$ cat src/rtl/pc_unit.sv
// pc_unit: fetch program counter with prioritised redirects, stall-latched redirect slot,
// and an optional return-address stack built only when PC_RAS_EN is defined.
module pc_unit #(
    parameter int                 WIDTH        = 32,
    parameter int                 STEP         = 4,
    parameter logic [WIDTH-1:0]   RESET_VECTOR = '0,
    parameter logic [WIDTH-1:0]   EXC_VECTOR   = WIDTH'(32'h80),
    parameter int                 RAS_DEPTH    = 4
) (
    input  logic             clk,
    input  logic             reset,
    input  logic             PCwriteEn,
    input  logic             exc_req,
    input  logic             branch_taken,
    input  logic [WIDTH-1:0] branch_target,
    input  logic             jump_en,
    input  logic [WIDTH-1:0] jump_target,
    input  logic             call_en,
    input  logic             ret_en,
    output logic [WIDTH-1:0] PC_out,
    output logic [WIDTH-1:0] PC_next_seq,
    output logic             redirect_pending,
    output logic             ras_empty,
    output logic             ras_full,
    output logic             ras_underflow
);
    localparam logic [WIDTH-1:0] MASK = ~(WIDTH'(STEP) - WIDTH'(1));

    function automatic logic [WIDTH-1:0] align(input logic [WIDTH-1:0] x);
        return x & MASK;
    endfunction

    logic [WIDTH-1:0] pc_q, pc_d, pend_pc_q, pend_pc_d;
    logic             pend_q, pend_d, pend_exc_q, pend_exc_d;
    logic             ras_act, ras_hit;
    logic [WIDTH-1:0] ras_top;

    assign PC_out           = pc_q;
    assign PC_next_seq      = pc_q + WIDTH'(STEP);
    assign redirect_pending = pend_q;
    assign ras_act          = PCwriteEn && !exc_req && !pend_q && !branch_taken;

    always_comb begin
        pc_d       = pc_q;
        pend_d     = pend_q;
        pend_exc_d = pend_exc_q;
        pend_pc_d  = pend_pc_q;
        if (PCwriteEn) begin
            pc_d = exc_req      ? align(EXC_VECTOR)    :
                   pend_q       ? pend_pc_q            :
                   branch_taken ? align(branch_target) :
                   jump_en      ? align(jump_target)   :
                   ras_hit      ? ras_top              : PC_next_seq;
            pend_d     = 1'b0;
            pend_exc_d = 1'b0;
        end else if (exc_req) begin
            pend_d     = 1'b1;
            pend_exc_d = 1'b1;
            pend_pc_d  = align(EXC_VECTOR);
        end else if ((branch_taken || jump_en) && !(pend_q && pend_exc_q)) begin
            // a latched exception is never displaced by a later branch or jump
            pend_d     = 1'b1;
            pend_exc_d = 1'b0;
            pend_pc_d  = branch_taken ? align(branch_target) : align(jump_target);
        end
    end

    always_ff @(posedge clk or posedge reset) begin
        if (reset) begin
            pc_q       <= RESET_VECTOR;
            pend_q     <= 1'b0;
            pend_exc_q <= 1'b0;
            pend_pc_q  <= '0;
        end else begin
            pc_q       <= pc_d;
            pend_q     <= pend_d;
            pend_exc_q <= pend_exc_d;
            pend_pc_q  <= pend_pc_d;
        end
    end

`ifdef PC_RAS_EN
    localparam int            AW   = $clog2(RAS_DEPTH);
    localparam logic [AW:0]   FULL = (AW+1)'(RAS_DEPTH);

    logic [WIDTH-1:0] stk_q [RAS_DEPTH];
    logic [WIDTH-1:0] stk_d [RAS_DEPTH];
    logic [AW-1:0]    tp_q, tp_d, tp_pop;
    logic [AW:0]      cnt_q, cnt_d, cnt_pop;
    logic             uf_q, uf_d, pop, push;

    assign pop           = ras_act && ret_en;
    assign push          = ras_act && call_en;
    assign ras_hit       = pop && cnt_q != '0;
    assign ras_top       = stk_q[tp_q];
    assign ras_empty     = cnt_q == '0;
    assign ras_full      = cnt_q == FULL;
    assign ras_underflow = uf_q;

    // circular stack: pushing when full advances over the oldest entry
    always_comb begin
        stk_d   = stk_q;
        tp_pop  = ras_hit ? tp_q - AW'(1) : tp_q;
        cnt_pop = ras_hit ? cnt_q - (AW+1)'(1) : cnt_q;
        tp_d    = push ? tp_pop + AW'(1) : tp_pop;
        cnt_d   = (push && cnt_pop != FULL) ? cnt_pop + (AW+1)'(1) : cnt_pop;
        uf_d    = pop && cnt_q == '0;
        if (push) stk_d[tp_d] = PC_next_seq;
    end

    always_ff @(posedge clk or posedge reset) begin
        if (reset) begin
            stk_q <= '{default: '0};
            tp_q  <= '0;
            cnt_q <= '0;
            uf_q  <= 1'b0;
        end else begin
            stk_q <= stk_d;
            tp_q  <= tp_d;
            cnt_q <= cnt_d;
            uf_q  <= uf_d;
        end
    end
`else
    logic unused_ras;

    assign ras_hit       = 1'b0;
    assign ras_top       = '0;
    assign ras_empty     = 1'b1;
    assign ras_full      = 1'b0;
    assign ras_underflow = 1'b0;
    assign unused_ras    = call_en ^ ret_en ^ ras_act;
`endif

endmodule

$ cat config.mk
export PLATFORM = sky130hd
export DESIGN_NAME = pc_unit
export DESIGN_NICKNAME = d
export VERILOG_FILES = /design/src/rtl/pc_unit.sv
export SDC_FILE = /design/constraint.sdc
export NUM_CORES = 1
export LEC_CHECK = 0
export ABC_AREA = 1
export CAP_MARGIN = 20
export CORE_MARGIN = 2
export CORE_UTILIZATION = 40
export DETAILED_ROUTE_END_ITERATION = 10
export GPL_TIMING_DRIVEN = 0
export PLACE_DENSITY = 0.72
export SYNTH_ARGS = -nofsm -noshare
export SYNTH_HDL_FRONTEND = slang
export SYNTH_SLANG_ARGS = --single-unit
$ cat constraint.sdc
create_clock -name clk -period 2.15 [get_ports clk]
set_input_delay 0.43 -clock clk [delete_from_list [all_inputs] [get_ports clk]]
set_output_delay 0.43 -clock clk [all_outputs]
set_load 0.02 [all_outputs]
# Yosys cells after proc, flatten, opt, wreduce, memory -nomap -nowiden
# Index checks and enable logic that the tools add are counted.
dict set report totals {
  out_inout_bits 68
  regBits 66
  word_cells 26
}
dict set report op_classes {
  bitwise 1
  n_reduce_logical 7
  mux 13
  add_sub_neg 1
}
# cell n
set op_table {}
lappend op_table {{32-bit 2-to-1 mux} 7}
lappend op_table {{32-bit by 3-bit adder with 32-bit output (second input constant)} 1}
lappend op_table {{1-bit 2-to-1 mux} 6}
lappend op_table {{3-bit nonzero test} 1}
lappend op_table {{1-bit logical AND} 2}
lappend op_table {{2-bit AND reduction} 1}
lappend op_table {{2-bit nonzero test} 1}
lappend op_table {{1-bit zero test} 1}
lappend op_table {{1-bit logical OR} 1}
lappend op_table {{1-bit NOT} 1}

# Depth between registers and ports, before layout
# Gate-level depths: netlist of run 1.
dict set report depth {
  word_depth 6
  depth_mapped 13
}

# Worst setup path before layout of run 1
# Ideal clock, no wire load.
dict set report synth_timing {
  path_type {register -> output}
  startpoint {register pc_q[3] (netlist: PC_out[3])}
  endpoint {output PC_next_seq[18]}
  path_stages_with_launch 7
  slack_ns 0.227
  arrival_ns 1.493
  required_ns 1.720
  cell_sequence {dfrtp_1 ha_1 inv_1 nor2_4 nand2_4 o21ai_1 and2_1}
}
dict set report synth_via {
  elab_chain_len 1
}
# element line_no
set synth_rtl {}
lappend synth_rtl {{from (decl)} 33} ;# logic [WIDTH-1:0] pc_q, pc_d, pend_pc_q, pend_pc_d;
lappend synth_rtl {{from (signal assigned)} 75} ;# pc_q <= pc_d;
lappend synth_rtl {{32-bit by 3-bit adder with 32-bit output} 39} ;# assign PC_next_seq = pc_q + WIDTH'(STEP);
lappend synth_rtl {{to (decl)} 21} ;# output logic [WIDTH-1:0] PC_next_seq,
# Every way passes these cells.

# Worst setup path after layout of run 1
dict set report layout_timing {
  startpoint {register pc_q[3] (netlist: PC_out[3])}
  endpoint {output PC_next_seq[27]}
}
# Same word-level chain as after synthesis.

==> results of run 1 <==
## power groups by stage
stage | clock (mW) | sequential, mW | combinational (mW)
2_1_floorplan | 0 | 1.47 | 0.593
3_3_place_gp | 0 | 1.43 | 1.18
3_5_place_dp | 0 | 1.44 | 1.20
4_1_cts | 1.63 | 1.42 | 1.26
5_1_grt | 1.68 | 1.43 | 1.46
6_report | 1.64 | 1.42 | 1.35
## final cells by class
type	instances	area, µm²	area share
well taps	147	184	0.0254
repair buffers	163	1560	0.215
multi-input cells	583	3000	0.414
clock buffers	12	256	0.0354
plain buffers	45	282	0.0389
clock inverters	3	67.6	0.00933
inverters	85	324	0.0448
flip-flops and latches	62	1570	0.217
## how the worst min path moves through the flow
stage / start / slack (ns) / cells past startpoint / endpoint
2_1_floorplan: pend_pc_q[2]$_DFFE_PP0P_ / 0.44 / 2 / pend_pc_q[2]$_DFFE_PP0P_
3_3_place_gp: pend_pc_q[3]$_DFFE_PP0P_ / 0.46 / 2 / pend_pc_q[3]$_DFFE_PP0P_
3_5_place_dp: pend_pc_q[2]$_DFFE_PP0P_ / 0.47 / 2 / pend_pc_q[2]$_DFFE_PP0P_
4_1_cts: pend_pc_q[2]$_DFFE_PP0P_ / 0.48 / 2 / pend_pc_q[2]$_DFFE_PP0P_
5_1_grt: pend_pc_q[14]$_DFFE_PP0P_ / 0.51 / 2 / pend_pc_q[14]$_DFFE_PP0P_
6_report: pend_pc_q[4]$_DFFE_PP0P_ / 0.48 / 2 / pend_pc_q[4]$_DFFE_PP0P_
## what timing repair did
| item | in CTS | in global routing |
|---|---|---|
| endpoints found under the setup margin | 28 | 27 |
| gates resized for setup | 165 | 69 |
| buffers inserted | 23 | 15 |
| pin swaps | 13 | 23 |
## critical path: stages, from the launching register on
cell and delay, ns:
dfrtp_1 0.41, buf_6 0.13, nand2_4 0.04, nor2_4 0.19
buf_6 0.14, nand3_4 0.09, inv_4 0.10, nand3_1 0.11
nand2_2 0.11, buf_6 0.12
## routing by layer
metal | part of all wire | global-route usage | up-vias
li1 | - | - | 2799
met5 | 0 | 0 | -
met2 | 0.47 | 0.451 | 343
met1 | 0.42 | 0.372 | 2729
met3 | 0.086 | 0.0360 | 43
met4 | 0.029 | 0.107 | 0
## registers in the layout, indices dropped and copies added (netlist names)
signal            count
redirect_pending      1
pend_pc_q            30
PC_out               30
pend_exc_q            1
## through the flow
| step | setup slack (ns) | instance area [µm²] | setup TNS (ns) | total power, mW | cells |
|---|---|---|---|---|---|
| finish | -0.0553 | 7240 | -0.530 | 4.41 | 1100 |
| floorplan | 0.179 | 4910 | 0 | 2.06 | 775 |
| CTS | -0.108 | 6940 | -0.451 | 4.31 | 1086 |
| detailed placement | -0.346 | 6360 | -7.91 | 2.63 | 1048 |
| global placement | -1.05 | 6340 | -71.98 | 2.62 | 1047 |
| global route | -0.152 | 7240 | -2.18 | 4.57 | 1100 |
## cell families (layout without fill, tap and decap cells)
group | Yosys count | in the layout | share of synthesized area
AND/OR/NAND/NOR | 422 | 422 | 0.383
adder cells (fa/ha/maj) | 1 | 1 | 0.00256
flip-flops | 62 | 62 | 0.317
buffers and inverters | 130 | 308 | 0.123
other | 2 | 7 | 0.00154
AO/OA/AOI/OAI | 147 | 147 | 0.160
XOR/XNOR | 6 | 6 | 0.0123
## layout by cell type (no fill, tap or decap), types with 32 or more instances in the layout
cell,Yosys,layout
nor2_1,48,36
a21oi_1,59,59
nand3_1,56,49
buf_4,10,46
nand2_2,10,32
dfrtp_1,62,44
nand2_1,264,239
inv_1,81,78
o21ai_0,62,62
clkdlybuf4s50_1,0,96
==> summary.md, run 1 <==
| Metric | Value |
|---|---|
| Area grow syn2layout | `48.1%` |
| Num rows | `40` |
| Yosys cell types | `35` |
| Cell Pwr Density | `609 mW/mm²` |
| Layout Utilization | `0.605` |
| Post-Syn Instances | `between 700 and 800` |
| Main area contributors after synthesis | `dfrtp_1 32%, nand2_1 20%, o21ai_0 6.3%` |
| Vias per cell | `5.38` |
| Avg Cell Area, Syn | `approximately 6.4 µm²` |
| Sequential share of the synthesized area | `0.317` |
| Critical Path Source Type | `flip-flop` |
| Clock sink count | `slightly above 60` |
| Failing checks | `setup timing` |
| Reg2reg end | `PC_out[22]$_DFFE_PP0P_` |
| H-tree Lvls | `3` |
| Hold Slack | `between 0.4 and 0.5 ns` |
| Minimum clock period | `2.21 ns` |
| Max Fclk | `around 450 MHz` |
| Worst-path clk slew | `around 0.060 ns` |
| P_sw | `about 1.4 mW` |
| Setup slack, reg-to-reg | `0.13 ns` |
| Gpl congestion | `approximately 0.92` |
| Maximum VDD drop | `between 0.4 and 0.5 mV` |
| Post-synth top area share | `0.317` |
| Count leader, synth | `nand2_1` |
| Detailed-route wire length | `about 18 mm` |
| Fin crit share | `1.03` |
| Hpwl dp | `about 13 mm` |
| Share of cells above drive strength 1 | `0.231` |
| Setup crit end kind | `output port` |
| CTS Buf Count | `9` |
| Number of flops mapped to enable cells by yosys | `0` |
| Async set-or-reset flop fraction in the synthesized netlist | `1.00` |
| Initial antenna violation count | `0` |
| Pint | `2.96 mW` |
| I/O Buffers | `~130` |
| Clock root cell | `clkbuf_16` |
| Die width | `between 100 and 150 µm` |
| Max-slew violation count | `0` |
| CTS tree | `yes` |
| Detailed-route DRC error count | `0` |
| Post-route setup slack | `-0.0553 ns` |
| Pre-antenna DRT Iters | `5` |
| Global-route wire length before repair | `roughly 28 mm` |
| Yosys warning count | `0` |
| Worst Skew | `roughly 0.0074 ns` |
| Switching share of power | `0.329` |
| Crit Path Max Fanout | `4` |
| Status | `complete, but fails checks` |
| MaxCap Viol Count | `0` |
| Cell count of the worst reg-to-reg path | `16` |
| Hold Vio Cnt, Final | `0` |
| Largest net degree at the start of global routing | `37` |
| Die Area | `approximately 0.013 mm²` |
| Leakage power figure | `~3.4 nW` |
| Worst rel slew slack | `0.473` |
| Part of the power in registers | `0.322` |
| Diodes inserted | `0` |
| Number of global-route vias before repair | `about 5500` |
| WL per Instance | `16.6 µm` |
| Synth area leader | `dfrtp_1` |
| Crit path DAT | `between 1.5 and 2 ns` |
| Comb power frac | `0.306` |
| Initial Utilization | `0.409` |
| Actual slew at the worst max-slew pin | `between 0.7 and 0.8 ns` |
| Total gr overflow | `0` |
| Worst reg2reg startpoint | `PC_out[3]$_DFFE_PP0P_` |
| Post-Syn Area | `0.00489 mm²` |
| Fillers | `~1100` |
| I/O pin count | `between 100 and 150` |
| Die Height | `between 100 and 150 µm` |
| Clk pwr share | `0.372` |
| Core ar. | `approximately 0.012 mm²` |
| Hold-fix buffers at CTS | `0` |
| Worst-Skew Late Latency | `0.34 ns` |
| Vias | `5914` |
| Tightest Hold Check Type | `flip-flop to flip-flop` |
| Critical path capture point | `PC_next_seq[27]` |
| Worst Setup SP | `PC_out[3]$_DFFE_PP0P_` |
| Final Setup Violations | `17` |
| Tot GR Track Use | `0.276` |
| Crit path required time | `between 1.5 and 2 ns` |
| Ys flop type | `dfrtp_1` |
| DRT iter0 DRCs | `520` |
| CTS max path bufs | `2` |
| Fin nets | `roughly 1000` |
| Antenna-violating nets left | `0` |
| Flops & latches, synth | `slightly above 60` |
| Synth top cells by count | `264 x nand2_1, 81 x inv_1, 62 x dfrtp_1, 62 x o21ai_0, 59 x a21oi_1` |
| RSZ-0062 raised after global routing | `true` |
| WS Path Type | `flip-flop to output port` |
(Power assumes the default switching activity.)
==> inputs of run 2 (changes only) <==
- CORE_UTILIZATION: 40 -> 49
- CTS_CLUSTER_DIAMETER: default -> 80
- PLACE_DENSITY: 0.72 -> 0.85
==> summary.md, run 2 (synthesis results as in run 1) <==
| Metric | Value |
|---|---|
| Status | `complete, but fails checks` |
| Failing checks | `setup timing` |
| Met2 Usage GRT | `0.521 (+0.0703)` |
| I/O pin count | `140 (unchanged)` |
| Clock root cell | `clkbuf_8` |
| Part of the power in registers | `0.366 (+0.044)` |
| Max-slew violation count | `0 (unchanged)` |
| DRT iter0 DRCs | `893 (+72%)` |
| Fin cells | `1093 (-0.64%)` |
| Tightest Hold Check Type | `input pin to async pin` |
| CP Buf/Inv Count | `2 (-2)` |
| Comb power frac | `0.356 (+0.050)` |
| Core ar. | `0.00973 mm² (-19%)` |
| Area grow syn2layout | `47.9%` |
| Cell Pwr Density | `544 mW/mm² (-11%)` |
| Pre-CTS setup slack | `-0.321 ns (+0.0253 ns)` |
| Switching share of power | `0.376 (+0.0474)` |
| Crit Path Max Fanout | `4 (unchanged)` |
| Share of cells above drive strength 1 | `0.240 (+0.00873)` |
| Die Area | `0.0108 mm² (-18%)` |
| Clk pwr share | `0.278 (-0.094)` |
| WS Path Type | `flip-flop to output port` |
| Die width | `104 µm (-9.3%)` |
| Die Height | `104 µm (-9.3%)` |
| Setup crit end kind | `output port` |
| Detailed-route wire length | `20.5 mm (+12%)` |
| Vias per cell | `5.93 (+10%)` |
| Fin crit share | `1.11 (+0.0842)` |
| Antenna-violating nets left | `0 (unchanged)` |
| Largest net degree at the start of global routing | `40 (+8.1%)` |
| WL per Instance | `18.7 µm (+13%)` |
| Worst-path clk slew | `0.11 ns (+0.05 ns)` |
| Diodes inserted | `0 (unchanged)` |
| CTS tree | `yes` |
| Layer with the highest usage | `met2` |
| CTS Buf Count | `9 (unchanged)` |
| Vias | `6483 (+9.6%)` |
| Most frequent cells in the layout | `238 x nand2_1, 97 x clkdlybuf4s50_1, 78 x inv_1` |
| Crit-path cells | `nand2_2 -> nor2_2 -> nand2_1 -> nor2_4 -> buf_6 -> nand3b_1 -> nand2_2 -> buf_6` |
| Critical Path Source Type | `flip-flop` |
| Maximum VDD drop | `0.308 mV (-26%)` |
| Final Setup Violations | `26 (+9)` |
| Minimum clock period | `2.39 ns (+0.181 ns)` |
| Inst Count DP | `1034 (-1.3%)` |
| Actual slew at the worst max-slew pin | `0.628 ns (-0.161 ns)` |
| Gpl congestion | `0.936 (+2.2%)` |
| RSZ-0062 raised after global routing | `true` |
| Clock sink count | `62 (unchanged)` |
| Number of global-route vias before repair | `5505 (+0.29%)` |
| P_sw | `1.48 mW (+2.1%)` |
| Initial Utilization | `0.503 (+0.0938)` |
| Most common cell after layout, fill and taps aside | `nand2_1` |
| Cell count of the worst reg-to-reg path | `13 (-3)` |
| MaxCap Viol Count | `0 (unchanged)` |
| Pre-antenna DRT Iters | `6 (+1)` |
| Power Total | `3.93 mW (-11%)` |
| Cell family with most CP delay | `simple AND/OR/NAND/NOR gates` |
| I/O Buffers | `125 (unchanged)` |
| Met1 usage | `0.422 (+0.0507)` |
| Hold Vio Cnt, Final | `0 (unchanged)` |
| Worst-Skew Late Latency | `0.38 ns (+0.04 ns)` |
| Detailed-route DRC error count | `0 (unchanged)` |
| Crit path DAT | `1.96 ns (+0.18 ns)` |
| Worst reg2reg startpoint | `PC_out[10]$_DFFE_PP0P_` |
| Pint | `2.45 mW (-17%)` |
| Worst Skew | `0.0318 ns (+0.0244 ns)` |
| Num rows | `36 (-10%)` |
| Global-route wire length before repair | `27.7 mm (-1.2%)` |
| Setup slack, reg-to-reg | `0.19 ns (+0.06 ns)` |
| Worst rel slew slack | `0.581 (+0.108)` |
| GR Util met3 | `0.0520 (+0.0160)` |
| Hold-fix buffers at CTS | `0 (unchanged)` |
| Initial antenna violation count | `0 (unchanged)` |
| Leakage power figure | `3.39 nW (+0.12%)` |
| Reg2reg end | `PC_out[15]$_DFFE_PP0P_` |
| Hpwl dp | `12.6 mm (-4.6%)` |
| Critical Path Max Stage Delay | `0.49 ns (+0.08 ns)` |
| Fin nets | `1029 (+0.68%)` |
| Tot GR Track Use | `0.322 (+0.0461)` |
| H-tree Lvls | `3 (unchanged)` |
| CP max-delay cell | `dfrtp_2` |
| Post-route setup slack | `-0.236 ns (-0.181 ns)` |
| CTS max path bufs | `2 (unchanged)` |
| Max Fclk | `419 MHz (-7.6%)` |
| Crit path required time | `1.72 ns (about the same)` |
| Total gr overflow | `0 (unchanged)` |
==> run 2: cell types whose count changed in the layout (fill, tap and decap cells not counted), moves of 3 or more <==
| cell | before | now |
|---|---|---|
| clkbuf_8 | 6 | 14 |
| nand3_2 | 5 | 2 |
| buf_6 | 23 | 31 |
| nand2_2 | 32 | 28 |
| clkbuf_16 | 9 | 0 |
| nand2_4 | 6 | 11 |
==> run 2: per-layer routing <==
metal / wire (µm) / up-vias
li1: - / 2799
met1: 7170 / 2873
met2: 9220 / 649
met3: 2700 / 162
met4: 1400 / 0
met5: 0 / -
==> run 2: worst register-to-register path, cell delays in order (launching register included) <==
cell and delay, ns:
dfrtp_2 0.49, nand2_2 0.14, nor2_2 0.16, nand2_1 0.12, nor2_4 0.17, buf_4 0.15, nand2_2 0.05, buf_4 0.12
nand3_1 0.08, nand2_1 0.06, nand2_1 0.05, nand2_1 0.05, nand2_1 0.10, nand2_1 0.05
==> run 2: final cells by class <==
class / count / area (µm²)
Timing Repair Buffer: 170 / 1640
Sequential cell: 62 / 1580
Clock inverter: 4 / 47.5
Clock buffer: 11 / 141
Inverter: 85 / 332
Buffer: 45 / 282
Multi-Input combinational cell: 583 / 3050
Tap cell: 133 / 166
Fill cell: 700 / 2500
==> run 2: worst max-delay path by stage <==
stage	from	to	slack, ns	cells after the start
after floorplan	reset	PC_out[10]$_DFFE_PP0P_	0.18	1
after global placement	reset	PC_out[22]$_DFFE_PP0P_	-0.96	2
after detailed placement	PC_out[3]$_DFFE_PP0P_	PC_next_seq[26]	-0.32	8
after CTS	PC_out[3]$_DFFE_PP0P_	PC_next_seq[11]	-0.16	9
after global routing	PC_out[3]$_DFFE_PP0P_	PC_next_seq[23]	-0.32	9
final	PC_out[10]$_DFFE_PP0P_	PC_next_seq[23]	-0.24	8
==> run 2: repair_timing <==
item	4_1_cts	5_1_grt
pin swaps	9	27
setup endpoints to repair	28	26
buffers inserted	19	25
resized for setup	158	99
==> run 2: stage by stage <==
step                setup TNS [ns]   util  hold WS, ns  area, µm²
floorplan                        0      -        0.444       4910
global placement            -63.86  0.650        0.461       6330
detailed placement           -5.87  0.652        0.462       6350
CTS                          -1.12  0.693        0.462       6750
global route                 -4.58  0.743        0.498       7230
finish                       -3.07  0.743        0.433       7230
==> run 2: power by group through the flow <==
stage / clock network, mW / logic (mW) / registers (mW)
floorplan: 0 / 0.593 / 1.47
global placement: 0 / 1.17 / 1.43
detailed placement: 0 / 1.19 / 1.43
CTS: 1.04 / 1.22 / 1.41
global route: 1.14 / 1.48 / 1.45
finish: 1.09 / 1.40 / 1.44
